<file path="src/rtl/alu_pkg.sv">
// Shared opcode constants, FSM state type and opcode classification helpers
// for the ALU result reader.
package alu_pkg;

    localparam logic [3:0] OP_AND = 4'd0;
    localparam logic [3:0] OP_OR  = 4'd1;
    localparam logic [3:0] OP_ADD = 4'd2;
    localparam logic [3:0] OP_SUB = 4'd3;
    localparam logic [3:0] OP_NEG = 4'd4;
    localparam logic [3:0] OP_NOT = 4'd5;
    localparam logic [3:0] OP_SHL = 4'd6;
    localparam logic [3:0] OP_SHR = 4'd7;
    localparam logic [3:0] OP_ROL = 4'd8;
    localparam logic [3:0] OP_ROR = 4'd9;
    localparam logic [3:0] OP_MUL = 4'd10;
    localparam logic [3:0] OP_DIV = 4'd11;

    typedef enum logic [2:0] {
        ST_IDLE,
        ST_SETTLE,
        ST_CAPTURE,
        ST_SEND_LO,
        ST_SEND_HI
    } state_t;

    // Multiply and divide produce a 64-bit result split across C_LO/C_HI.
    function automatic logic is_wide(input logic [3:0] op);
        return (op == OP_MUL) || (op == OP_DIV);
    endfunction

    function automatic logic is_legal(input logic [3:0] op);
        return op <= OP_DIV;
    endfunction

endpackage

</file>
<file path="src/rtl/alu_z_settle_ctr.sv">
// Loadable down-counter timing the ALU settle window; done flags the last
// settle cycle so the FSM can move to capture on the following edge.
module alu_z_settle_ctr #(
    parameter int WIDTH = 3
) (
    input  logic             clock,
    input  logic             clear_n,
    input  logic             load,
    input  logic [WIDTH-1:0] load_val,
    input  logic             dec,
    output logic             done
);

    logic [WIDTH-1:0] count;

    // NOTE: sequential state uses non-blocking assignments so every register
    // samples pre-edge values regardless of block ordering.
    always_ff @(posedge clock or negedge clear_n) begin
        if (!clear_n) begin
            count <= '0;
        end else if (load) begin
            count <= load_val;
        end else if (dec && (count != '0)) begin
            count <= count - WIDTH'(1);
        end
    end

    assign done = (count == WIDTH'(1));

endmodule

</file>
<file path="src/rtl/alu_z_reader.sv">
// Consumer side of the combinational ALU: registers a request into the ALU,
// waits for it to settle, captures C_LO/C_HI and streams them over valid/ready.
module alu_z_reader
    import alu_pkg::*;
#(
    parameter int DATA_W     = 32,
    parameter int ALU_LAT    = 1,
    parameter int MULDIV_LAT = 4
) (
    input  logic              clock,
    input  logic              clear_n,
    input  logic              op_valid,
    output logic              op_ready,
    input  logic [3:0]        op_cntrl,
    input  logic [DATA_W-1:0] op_a,
    input  logic [DATA_W-1:0] op_b,
    output logic [DATA_W-1:0] alu_a,
    output logic [DATA_W-1:0] alu_b,
    output logic [3:0]        alu_cntrl,
    input  logic [DATA_W-1:0] alu_c_lo,
    input  logic [DATA_W-1:0] alu_c_hi,
    output logic [DATA_W-1:0] z_lo,
    output logic [DATA_W-1:0] z_hi,
    output logic              bus_valid,
    input  logic              bus_ready,
    output logic [DATA_W-1:0] bus_data,
    output logic              bus_last,
    output logic              op_err
);

    localparam int MAX_LAT = (ALU_LAT > MULDIV_LAT) ? ALU_LAT : MULDIV_LAT;
    localparam int CNT_W   = $clog2(MAX_LAT) + 1;

    state_t           state;
    logic             accept;
    logic             settle_done;
    logic [CNT_W-1:0] settle_val;

    assign accept     = (state == ST_IDLE) && op_valid && op_ready;
    assign settle_val = is_wide(op_cntrl) ? CNT_W'(MULDIV_LAT) : CNT_W'(ALU_LAT);

    alu_z_settle_ctr #(.WIDTH(CNT_W)) u_settle_ctr (
        .clock    (clock),
        .clear_n  (clear_n),
        .load     (accept),
        .load_val (settle_val),
        .dec      (state == ST_SETTLE),
        .done     (settle_done)
    );

    always_ff @(posedge clock or negedge clear_n) begin
        if (!clear_n) begin
            state     <= ST_IDLE;
            op_ready  <= 1'b0;
            alu_a     <= '0;
            alu_b     <= '0;
            alu_cntrl <= '0;
            z_lo      <= '0;
            z_hi      <= '0;
            bus_valid <= 1'b0;
            bus_data  <= '0;
            bus_last  <= 1'b0;
            op_err    <= 1'b0;
        end else begin
            case (state)
                ST_IDLE: begin
                    op_ready <= 1'b1;
                    if (accept) begin
                        alu_a     <= op_a;
                        alu_b     <= op_b;
                        alu_cntrl <= op_cntrl;
                        op_ready  <= 1'b0;
                        state     <= ST_SETTLE;
                    end
                end
                ST_SETTLE: begin
                    if (settle_done) state <= ST_CAPTURE;
                end
                ST_CAPTURE: begin
                    // bus_data is loaded alongside z_lo so the first beat is ready on entry.
                    if (!is_legal(alu_cntrl)) begin
                        z_lo     <= '0;
                        z_hi     <= '0;
                        bus_data <= '0;
                        bus_last <= 1'b1;
                        op_err   <= 1'b1;
                    end else begin
                        z_lo     <= alu_c_lo;
                        z_hi     <= is_wide(alu_cntrl) ? alu_c_hi : '0;
                        bus_data <= alu_c_lo;
                        bus_last <= !is_wide(alu_cntrl);
                    end
                    bus_valid <= 1'b1;
                    state     <= ST_SEND_LO;
                end
                ST_SEND_LO: begin
                    if (bus_ready) begin
                        if (is_wide(alu_cntrl)) begin
                            bus_data <= z_hi;
                            bus_last <= 1'b1;
                            state    <= ST_SEND_HI;
                        end else begin
                            bus_valid <= 1'b0;
                            bus_last  <= 1'b0;
                            op_ready  <= 1'b1;
                            state     <= ST_IDLE;
                        end
                    end
                end
                ST_SEND_HI: begin
                    if (bus_ready) begin
                        bus_valid <= 1'b0;
                        bus_last  <= 1'b0;
                        op_ready  <= 1'b1;
                        state     <= ST_IDLE;
                    end
                end
                default: state <= ST_IDLE;
            endcase
        end
    end

endmodule

</file>
<file path="config.mk">
export PLATFORM = sky130hd
export DESIGN_NAME = alu_z_reader
export DESIGN_NICKNAME = d
export VERILOG_FILES = /design/src/rtl/alu_pkg.sv /design/src/rtl/alu_z_settle_ctr.sv /design/src/rtl/alu_z_reader.sv
export SDC_FILE = /design/constraint.sdc
export NUM_CORES = 1
export LEC_CHECK = 0
export CORE_MARGIN = 4
export CORE_UTILIZATION = 35
export DETAILED_ROUTE_END_ITERATION = 10
export HOLD_SLACK_MARGIN = 0.12
export PLACE_DENSITY = 0.68
export SYNTH_ARGS = -nofsm -noshare
export SYNTH_HDL_FRONTEND = slang
export SYNTH_SLANG_ARGS = --single-unit
</file>
<file path="constraint.sdc">
create_clock -name clock -period 3 [get_ports clock]
set_input_delay 0.75 -clock clock [delete_from_list [all_inputs] [get_ports clock]]
set_output_delay 0.75 -clock clock [all_outputs]
set_load 0.01 [all_outputs]
</file>
Word level (Yosys, flattened, before mapping)
Cells that the tools add are included.
{"block": "classes", "n_lt_le_gt_ge": 1, "n_eq_ne": 15, "n_bitwise": 1, "mux": 28, "n_addsub": 1, "reduce_logical": 19}
{"operator": "$mux 32", "n": 5}
{"operator": "$pmux 32 s2", "n": 1}
{"operator": "$mux 3", "n": 8}
{"operator": "$eq 4x4->1 const B", "n": 4}
{"operator": "$pmux 3 s5", "n": 1}
{"operator": "$ne 2x2->1 const B", "n": 6}
{"operator": "$reduce_and 4->1", "n": 3}
{"operator": "$mux 1", "n": 10}
{"operator": "$pmux 1 s3", "n": 3}
{"operator": "$reduce_bool 3->1", "n": 3}
{"operator": "$eq 3x1->1 const B", "n": 2}
{"operator": "$eq 3x2->1 const B", "n": 2}
{"operator": "$reduce_and 3->1", "n": 2}
{"operator": "$le 4x4->1 const B", "n": 1}
{"operator": "$reduce_and 2->1", "n": 2}
{"operator": "$reduce_bool 2->1", "n": 2}
{"operator": "$eq 3x3->1 const B", "n": 1}
{"operator": "$logic_and 1x1->1", "n": 3}
{"operator": "$logic_not 3->1", "n": 1}
{"operator": "$sub 3x1->3 const B", "n": 1}
{"operator": "$logic_or 1x1->1", "n": 2}
{"operator": "$logic_not 1->1", "n": 1}
{"operator": "$not 1->1", "n": 1}
{"block": "totals", "in_bits": 136, "out_inout_bits": 168, "ff_bits": 174, "elab_cells": 77}

Longest topological paths before layout
Gate-level depths: netlist of run 1.
{"block": "logic_depth", "depth_word": 5, "mapped_depth": 6, "ltp_nobuf": 5}

By module
Synthesis of run 1 repeated with hierarchy kept, for this count alone.
{"block": "unflattened", "hier_cells": 500, "hier_area_um2": 7432.1}
{"module": "alu_z_reader", "cells_each": 476, "n_inst": 1, "area_per_inst_um2": 7210.7}
{"module": "alu_z_settle_ctr", "cells_each": 24, "n_inst": 1, "area_per_inst_um2": 221.5}

Worst setup path before layout of run 1
Ideal clock, no wire load.
{"block": "synth_timing", "kind": "input to register", "start": "input op_valid", "end": "register alu_a[22]", "required_time_ps": 2875, "path_slack_ps": 1150, "n_path_buf": 2, "setup_ps": 125, "t_arrival_ps": 1726, "cell_stages": 5, "path_cell_list": "nand2_1 > nor3_2 > buf_4 > buf_6 > mux2_2"}
{"block": "synth_between", "elab_chain_cells": 3}
{"element": "start: declaration", "line_no": "alu_z_reader.sv:12", "source": "input logic op_valid,"}
{"element": "$logic_and 1x1->1 (2 in a row)", "line_no": "alu_z_reader.sv:39", "source": "assign accept = (state == ST_IDLE) && op_valid && op_ready;"}
{"element": "$reduce_and 2->1 (no source line)"}
{"element": "end signal: assignment", "line_no": "alu_z_reader.sv:69", "source": "alu_a <= op_a;"}
{"element": "end: declaration", "line_no": "alu_z_reader.sv:17", "source": "output logic [DATA_W-1:0] alu_a,"}
No other way between the ends.
A chain may end at the register's enable or synchronous reset.

Final worst setup path of run 1
{"block": "layout_timing", "start": "register alu_cntrl[2]", "end": "output alu_cntrl[2]"}
{"element": "start: declaration", "line_no": "alu_z_reader.sv:19", "source": "output logic [3:0] alu_cntrl,"}
{"element": "start signal: assignment", "line_no": "alu_z_reader.sv:71", "source": "alu_cntrl <= op_cntrl;"}
No word-level cell between the ends.

==> results of run 1 <==
[worst paths after layout]
path / from / to / depth (start not counted)
worst max-delay path: alu_cntrl[2] / alu_cntrl[2] / 1
worst min-delay path: clear_n / z_hi[18] / 1
worst max register to register: state[0] / z_lo[22] / 3
worst min register to register: op_err / op_err / 1
max in group asynchronous: clear_n / alu_a[9] / 2
min in group clock: op_err / op_err / 1
[cell type report]
cell class              count  area, um2  share of cell area, %
clock inverters            12      102.6                 0.9101
repair buffers            315       3174                  28.16
inverters                   4      15.01                 0.1332
clock buffers              20      446.7                  3.962
multi-input cells         283       2836                  25.16
well taps                 275      344.1                  3.052
flip-flops and latches    174       4354                  38.62
[cells in the mapped netlist (2+ instances only)]
cell type    n  share of area, %
buf_4        5              0.51
and3b_1      2              0.24
dfrtp_1    174                59
mux2_2     144                22
nand2_1      6              0.30
a311oi_1     2              0.24
nor3b_1      2              0.20
a22o_1      32               3.8
ha_1         3              0.51
nand3b_1     3              0.30
nor2_1       4              0.20
nand2b_1     4              0.34
mux2_4      17               3.4
buf_6        8               1.2
a21oi_1      5              0.34
mux2_1       3              0.46
inv_1        4              0.20
buf_2       14              0.94
a21boi_0    32               3.2
clkbuf_1     7              0.35
mux2i_1      3              0.40
[metal layers]
metal  GRT usage (%)  routed length [um]  vias up
met5               0                   0        -
met4           5.719                 391        0
met3           7.684                2305       22
met2           29.31               10030      267
met1           22.28                8734     2656
li1                -                   -     2411
[sequential cells by signal, summed over array words and instances (netlist names)]
register and flops:
alu_a 32, alu_b 32, alu_cntrl 4, bus_data 32, bus_last 1, bus_valid 1, op_err 1, op_ready 1
state 3, u_settle_ctr.count 3, z_hi 32, z_lo 32
[report_power, final]
group | leakage [nW] | switching, mW | internal (mW)
combinational | 2.34 | 2.15 | 3.39
clock | 0.256 | 0.984 | 1.10
sequential | 2.13 | 0.741 | 3.48
total | 4.72 | 3.88 | 7.97
[stage by stage]
stage	total power, mW	util (%)	instance area, um2	worst slack [ns]
after floorplan	6.714	-	7420	1.150
after global placement	9.724	51.18	10720	0.5817
after detailed placement	9.850	51.18	10720	0.5690
after CTS	12.02	53.80	11270	0.3631
after global routing	12.57	53.80	11270	0.3443
final	11.85	53.80	11270	0.4226
[cells by family after synthesis]
kind of cell / Yosys count / synth area share, %
compound gates: 82 / 8.752
flops: 174 / 58.68
simple gates: 31 / 2.614
mux: 167 / 26.16
fa+ha+maj: 3 / 0.5060
buf+inv: 39 / 3.288
==> reports/summary.json, run 1 <==
{
  "status": {
    "status": "finished, final reports clean"
  },
  "timing": {
    "layout_worst_path_cycle_share_pct": 85.91,
    "setup-tns-final_ns": 0,
    "rsz0062_at_grt": "false",
    "worst-slew-pin-transition_ns": 0.8014,
    "hold_viol_final": 0,
    "drv_slew": 0,
    "maxSlewHeadroom_pct": 46.57,
    "fin_worst_hold_slack_ns": 0.3137,
    "report.final.setup_viol": 0,
    "clock.fmax_mhz": 388.0,
    "clock-skew-final_ns": 0.009283,
    "layout_min_cycle_time_ns": 2.577
  },
  "power_and_ir_drop": {
    "leakagePower_nw": 4.723,
    "power.density_cell_area_mw_per_mm2": 1051,
    "worst_supply_voltage_drop_on_vdd_mv": 0.5371
  },
  "die": {
    "die-height_um": 153.6,
    "placeableCoreArea_mm2": 0.02096,
    "die_width_um": 153.6,
    "ios": 304,
    "rows": 53,
    "initial_utilization_pct": 35.41,
    "fp.dieArea_mm2": 0.02359
  },
  "placed_design": {
    "port_buffer_count": 303,
    "placed_cells": 1051,
    "finalWeightedCongestion": 0.8141,
    "dp.final_hpwl_um": 15380
  },
  "critical_path": {
    "required_ns": 2.25,
    "timing.setup.critical_path_class": "flip-flop to output port",
    "arrival_ns": 1.83,
    "crit_path_cell_trace": "clkdlybuf4s50_1",
    "timing.critical_path.fanout_max": 15,
    "crit_path_start_kind": "flip-flop",
    "cpMaxStageDelayCell": "dfrtp_1",
    "crit_family": "flip-flops",
    "critical_path.endpoint_type": "output port",
    "worst_setup_slack_for_register_to_register_paths_ns": 0.73,
    "critical-path-max-stage-delay_ns": 0.74,
    "buffers_inverters_on_critical_path": 1
  },
  "grt": {
    "largest_net_degree_at_the_start_of_global_routing": 70,
    "grt_first_pass_wirelength_um": 34130,
    "grtUsageTotal_pct": 18.19,
    "grt_antenna_before_repair": 0,
    "via_count_of_the_first_global_routing_pass": 5973,
    "global_route.overflow_total": 0
  },
  "yosys": {
    "ys_types": 43,
    "synth_enable_flop_cells": 0,
    "synth_async_sr_flop_share_pct": 100.0,
    "synth.yosys.warnings": 0,
    "synthesized_nets": 635,
    "synth_flop_cell": "dfrtp_1",
    "postSynthCellCount": 496,
    "number_of_storage_elements_in_the_synthesis_netlist": 174,
    "synth-seq-area-share_pct": 58.68,
    "synthesis.area_per_instance_um2": 14.96,
    "post_synth_instance_area_mm2": 0.007420
  },
  "layout": {
    "design.final.nets": 934,
    "syn2layout_area_growth_pct": 51.94,
    "antenna_cells_inserted": 0,
    "most_common_cell_after_layout_fill_and_taps_aside": "clkdlybuf4s50_1",
    "layout_common_cells": "clkdlybuf4s50_1, dfrtp_1, mux2_2",
    "drive_gt1_share_pct": 26.11,
    "instances_no_fill": 1083,
    "layout.filler_cells": 1764
  },
  "route": {
    "drt-initial-drc-count": 142,
    "detail_route.drc_violations": 0,
    "drtPass1Iterations": 5,
    "vias": 5356,
    "ant_nets": 0,
    "routedWlPerCell_um": 19.81,
    "viasPerCell": 4.946,
    "drt_wl_total_um": 21460
  },
  "hold_path": {
    "min_path_type": "primary input to async pin"
  },
  "clocking": {
    "path_clk_slew_ns": 0.07,
    "tritoncts_clock_tree": "done",
    "htree_num_levels": 4,
    "cts_resized": 0,
    "number_of_clock_sinks_seen_by_cts": 174,
    "worstSkewPairLatency_ns": 0.42,
    "cts-root-buf": "clkbuf_16",
    "cts_setup_buffers": 0,
    "cts_hold_buffers": 0,
    "cts_made_buffers": 17,
    "cts_max_path_buffers": 2
  },
  "run": {
    "max_capacitance_violation_count": 0
  }
}
No activity file was read; power rests on OpenSTA's default activity.
==> inputs of run 2 (changes only) <==
==> constraint.sdc (replaced) <==
create_clock -name clock -period 2.9 [get_ports clock]
set_input_delay 0.725 -clock clock [delete_from_list [all_inputs] [get_ports clock]]
set_output_delay 0.725 -clock clock [all_outputs]
set_load 0.01 [all_outputs]
==> run 2 against run 1 <==
  * First-iteration DRC count grew 18%
  * Clock-buffer cell count is 3 lower
  * Non-clock buffer count down 2
  * Global-route usage fell by 0.13 points
  * Routed wire length fell by 0.35%
==> reports/summary.json, run 2 (synthesis gave the netlist of run 1 again) <==
{
  "route": {
    "viasPerCell": {"value": 4.943, "change": "about the same"},
    "drt-initial-drc-count": {"value": 168, "change": "+18%"},
    "drtPass1Iterations": {"value": 4, "change": "-1"},
    "detail_route.drc_violations": {"value": 0, "change": "unchanged"},
    "ant_nets": {"value": 0, "change": "unchanged"},
    "vias": {"value": 5333, "change": "-0.43%"},
    "routedWlPerCell": {"value": 19.82, "unit": "um", "change": "about the same"},
    "drt_wl_total": {"value": 21380, "unit": "um", "change": "-0.35%"}
  },
  "die": {
    "rows": {"value": 53, "change": "unchanged"},
    "ios": {"value": 304, "change": "unchanged"},
    "die-height": {"value": 153.6, "unit": "um", "change": "unchanged"},
    "initial_utilization": {"value": 35.41, "unit": "%", "change": "unchanged"},
    "fp.dieArea": {"value": 0.02359, "unit": "mm2", "change": "unchanged"},
    "die_width": {"value": 153.6, "unit": "um", "change": "unchanged"},
    "placeableCoreArea": {"value": 0.02096, "unit": "mm2", "change": "unchanged"}
  },
  "timing": {
    "worst-slew-pin-transition": {"value": 0.5680, "unit": "ns", "change": "-0.2334 ns"},
    "rsz0062_at_grt": "false",
    "clock.fmax_mhz": 442.8,
    "clock-skew-final": {"value": 0.01122, "unit": "ns", "change": "+0.001933 ns"},
    "setup-tns-final": {"value": 0, "unit": "ns", "change": "unchanged"},
    "report.final.setup_viol": {"value": 0, "change": "unchanged"},
    "fin_worst_hold_slack": {"value": 0.4760, "unit": "ns", "change": "+0.1624 ns"},
    "layout_worst_path_cycle_share_pct": 77.88,
    "maxSlewHeadroom": {"value": 62.13, "unit": "%", "change": "+16 points"},
    "layout_min_cycle_time_ns": 2.259,
    "drv_slew": {"value": 0, "change": "unchanged"},
    "hold_viol_final": {"value": 0, "change": "unchanged"}
  },
  "hold_path": {
    "min_path_type": "flip-flop to flip-flop"
  },
  "layout": {
    "drive_gt1_share": {"value": 25.87, "unit": "%", "change": "-0.24 points"},
    "syn2layout_area_growth_pct": 52.66,
    "most_common_cell_after_layout_fill_and_taps_aside": "clkdlybuf4s50_1",
    "antenna_cells_inserted": {"value": 0, "change": "unchanged"},
    "layout_common_cells": "clkdlybuf4s50_1, dfrtp_1, mux2_2",
    "design.final.nets": {"value": 932, "change": "-0.21%"}
  },
  "grt": {
    "largest_net_degree_at_the_start_of_global_routing": {"value": 90, "change": "+29%"},
    "grtUsageTotal": {"value": 18.05, "unit": "%", "change": "-0.13 points"},
    "grt_first_pass_wirelength": {"value": 34130, "unit": "um", "change": "unchanged"},
    "via_count_of_the_first_global_routing_pass": {"value": 5951, "change": "-0.37%"},
    "global_route.overflow_total": {"value": 0, "change": "unchanged"},
    "grt_antenna_before_repair": {"value": 0, "change": "unchanged"}
  },
  "critical_path": {
    "timing.critical_path.fanout_max": {"value": 6, "change": "-9"},
    "arrival": {"value": 1.53, "unit": "ns", "change": "-0.30 ns"},
    "buffers_inverters_on_critical_path": {"value": 1, "change": "unchanged"},
    "required": {"value": 2.17, "unit": "ns", "change": "-0.08 ns"},
    "critical_path.endpoint_type": "output port",
    "crit_family": "buffers and inverters",
    "cpMaxStageDelayCell": "clkdlybuf4s50_1",
    "timing.setup.critical_path_class": "flip-flop to output port",
    "critical-path-max-stage-delay": {"value": 0.62, "unit": "ns", "change": "-0.12 ns"},
    "crit_path_start_kind": "flip-flop",
    "crit_path_cell_trace": "clkdlybuf4s50_1"
  },
  "clocking": {
    "number_of_clock_sinks_seen_by_cts": {"value": 174, "change": "unchanged"},
    "cts_max_path_buffers": {"value": 2, "change": "unchanged"},
    "worstSkewPairLatency": {"value": 0.41, "unit": "ns", "change": "about the same"},
    "cts_made_buffers": {"value": 17, "change": "unchanged"},
    "cts_resized": {"value": 0, "change": "unchanged"},
    "tritoncts_clock_tree": "done",
    "htree_num_levels": {"value": 4, "change": "unchanged"},
    "cts-root-buf": "clkbuf_16",
    "path_clk_slew": {"value": 0.07, "unit": "ns", "change": "about the same"}
  },
  "placed_design": {
    "finalWeightedCongestion": {"value": 0.8163, "change": "+0.27%"},
    "dp.final_hpwl": {"value": 15330, "unit": "um", "change": "-0.35%"},
    "port_buffer_count": {"value": 303, "change": "unchanged"}
  },
  "power_and_ir_drop": {
    "power.density_cell_area": {"value": 1101, "unit": "mW/mm2", "change": "+4.7%"},
    "worst_supply_voltage_drop_on_vdd": {"value": 0.4793, "unit": "mV", "change": "-11%"},
    "leakagePower": {"value": 4.759, "unit": "nW", "change": "+0.76%"}
  },
  "run": {
    "max_capacitance_violation_count": {"value": 0, "change": "unchanged"}
  },
  "status": {
    "status": "finished, final reports clean"
  }
}
-- run 2: worst register-to-register path, delay by kind of cell, from the launching register on --
family | cells | cell delay, ns
DFF | 1 | 0.70
and+or+nand+nor | 1 | 0.28
muxes | 2 | 0.71
buffers and inverters | 1 | 0.40
-- run 2: what timing repair did --
item / in CTS / in global routing
hold endpoints to repair: 6 / 0
endpoints found under the setup margin: 0 / 0
hold buffers: 1 / 0
setup buffers: 0 / 0
-- run 2: report_power, final --
group | switching (mW) | internal [mW]
Sequential | 0.773 | 3.60
Clock | 1.00 | 1.38
Combinational | 2.23 | 3.49
Total | 4.01 | 8.46
-- run 2: final timing paths --
kind / from / to / slack [ns] / cells after the start
max: alu_cntrl[3] / alu_cntrl[3] / 0.64 / 1
min: op_err / op_err / 0.48 / 1
min in group asynchronous: clear_n / z_lo[18] / 0.68 / 2
max in group asynchronous: clear_n / alu_b[9] / 1.51 / 3
min reg2reg: op_err / op_err / 0.48 / 1
max reg2reg: state[1] / bus_data[0] / 0.69 / 4
-- run 2: cell type report --
type                            instances  area, um2
Clock inverter                         13      177.7
Clock buffer                           17      425.4
Timing Repair Buffer                  313       3174
Multi-Input combinational cell        283       2836
Fill cell                            1785       9628
Inverter                                4      15.01
Tap cell                              275      344.1
Sequential cell                       174       4354
-- run 2: per-stage QoR --
step	utilization [%]	cell area, um2	cells	total power [mW]	worst slack [ns]
after floorplan	-	7420	496	6.946	1.075
after global placement	51.13	10710	1048	10.04	0.5373
after detailed placement	51.13	10710	1048	10.19	0.4956
after CTS	54.05	11330	1079	12.66	0.5502
after global routing	54.05	11330	1079	13.20	0.5394
final	54.05	11330	1079	12.47	0.6414
-- run 2: metal layers --
layer / global-route usage [%] / vias up / share of wire [%]
li1: - / 2394 / -
met1: 22.44 / 2677 / 41
met2: 29.12 / 252 / 47
met3: 8.078 / 10 / 11
met4: 4.205 / 0 / 0.69
met5: 0 / - / 0
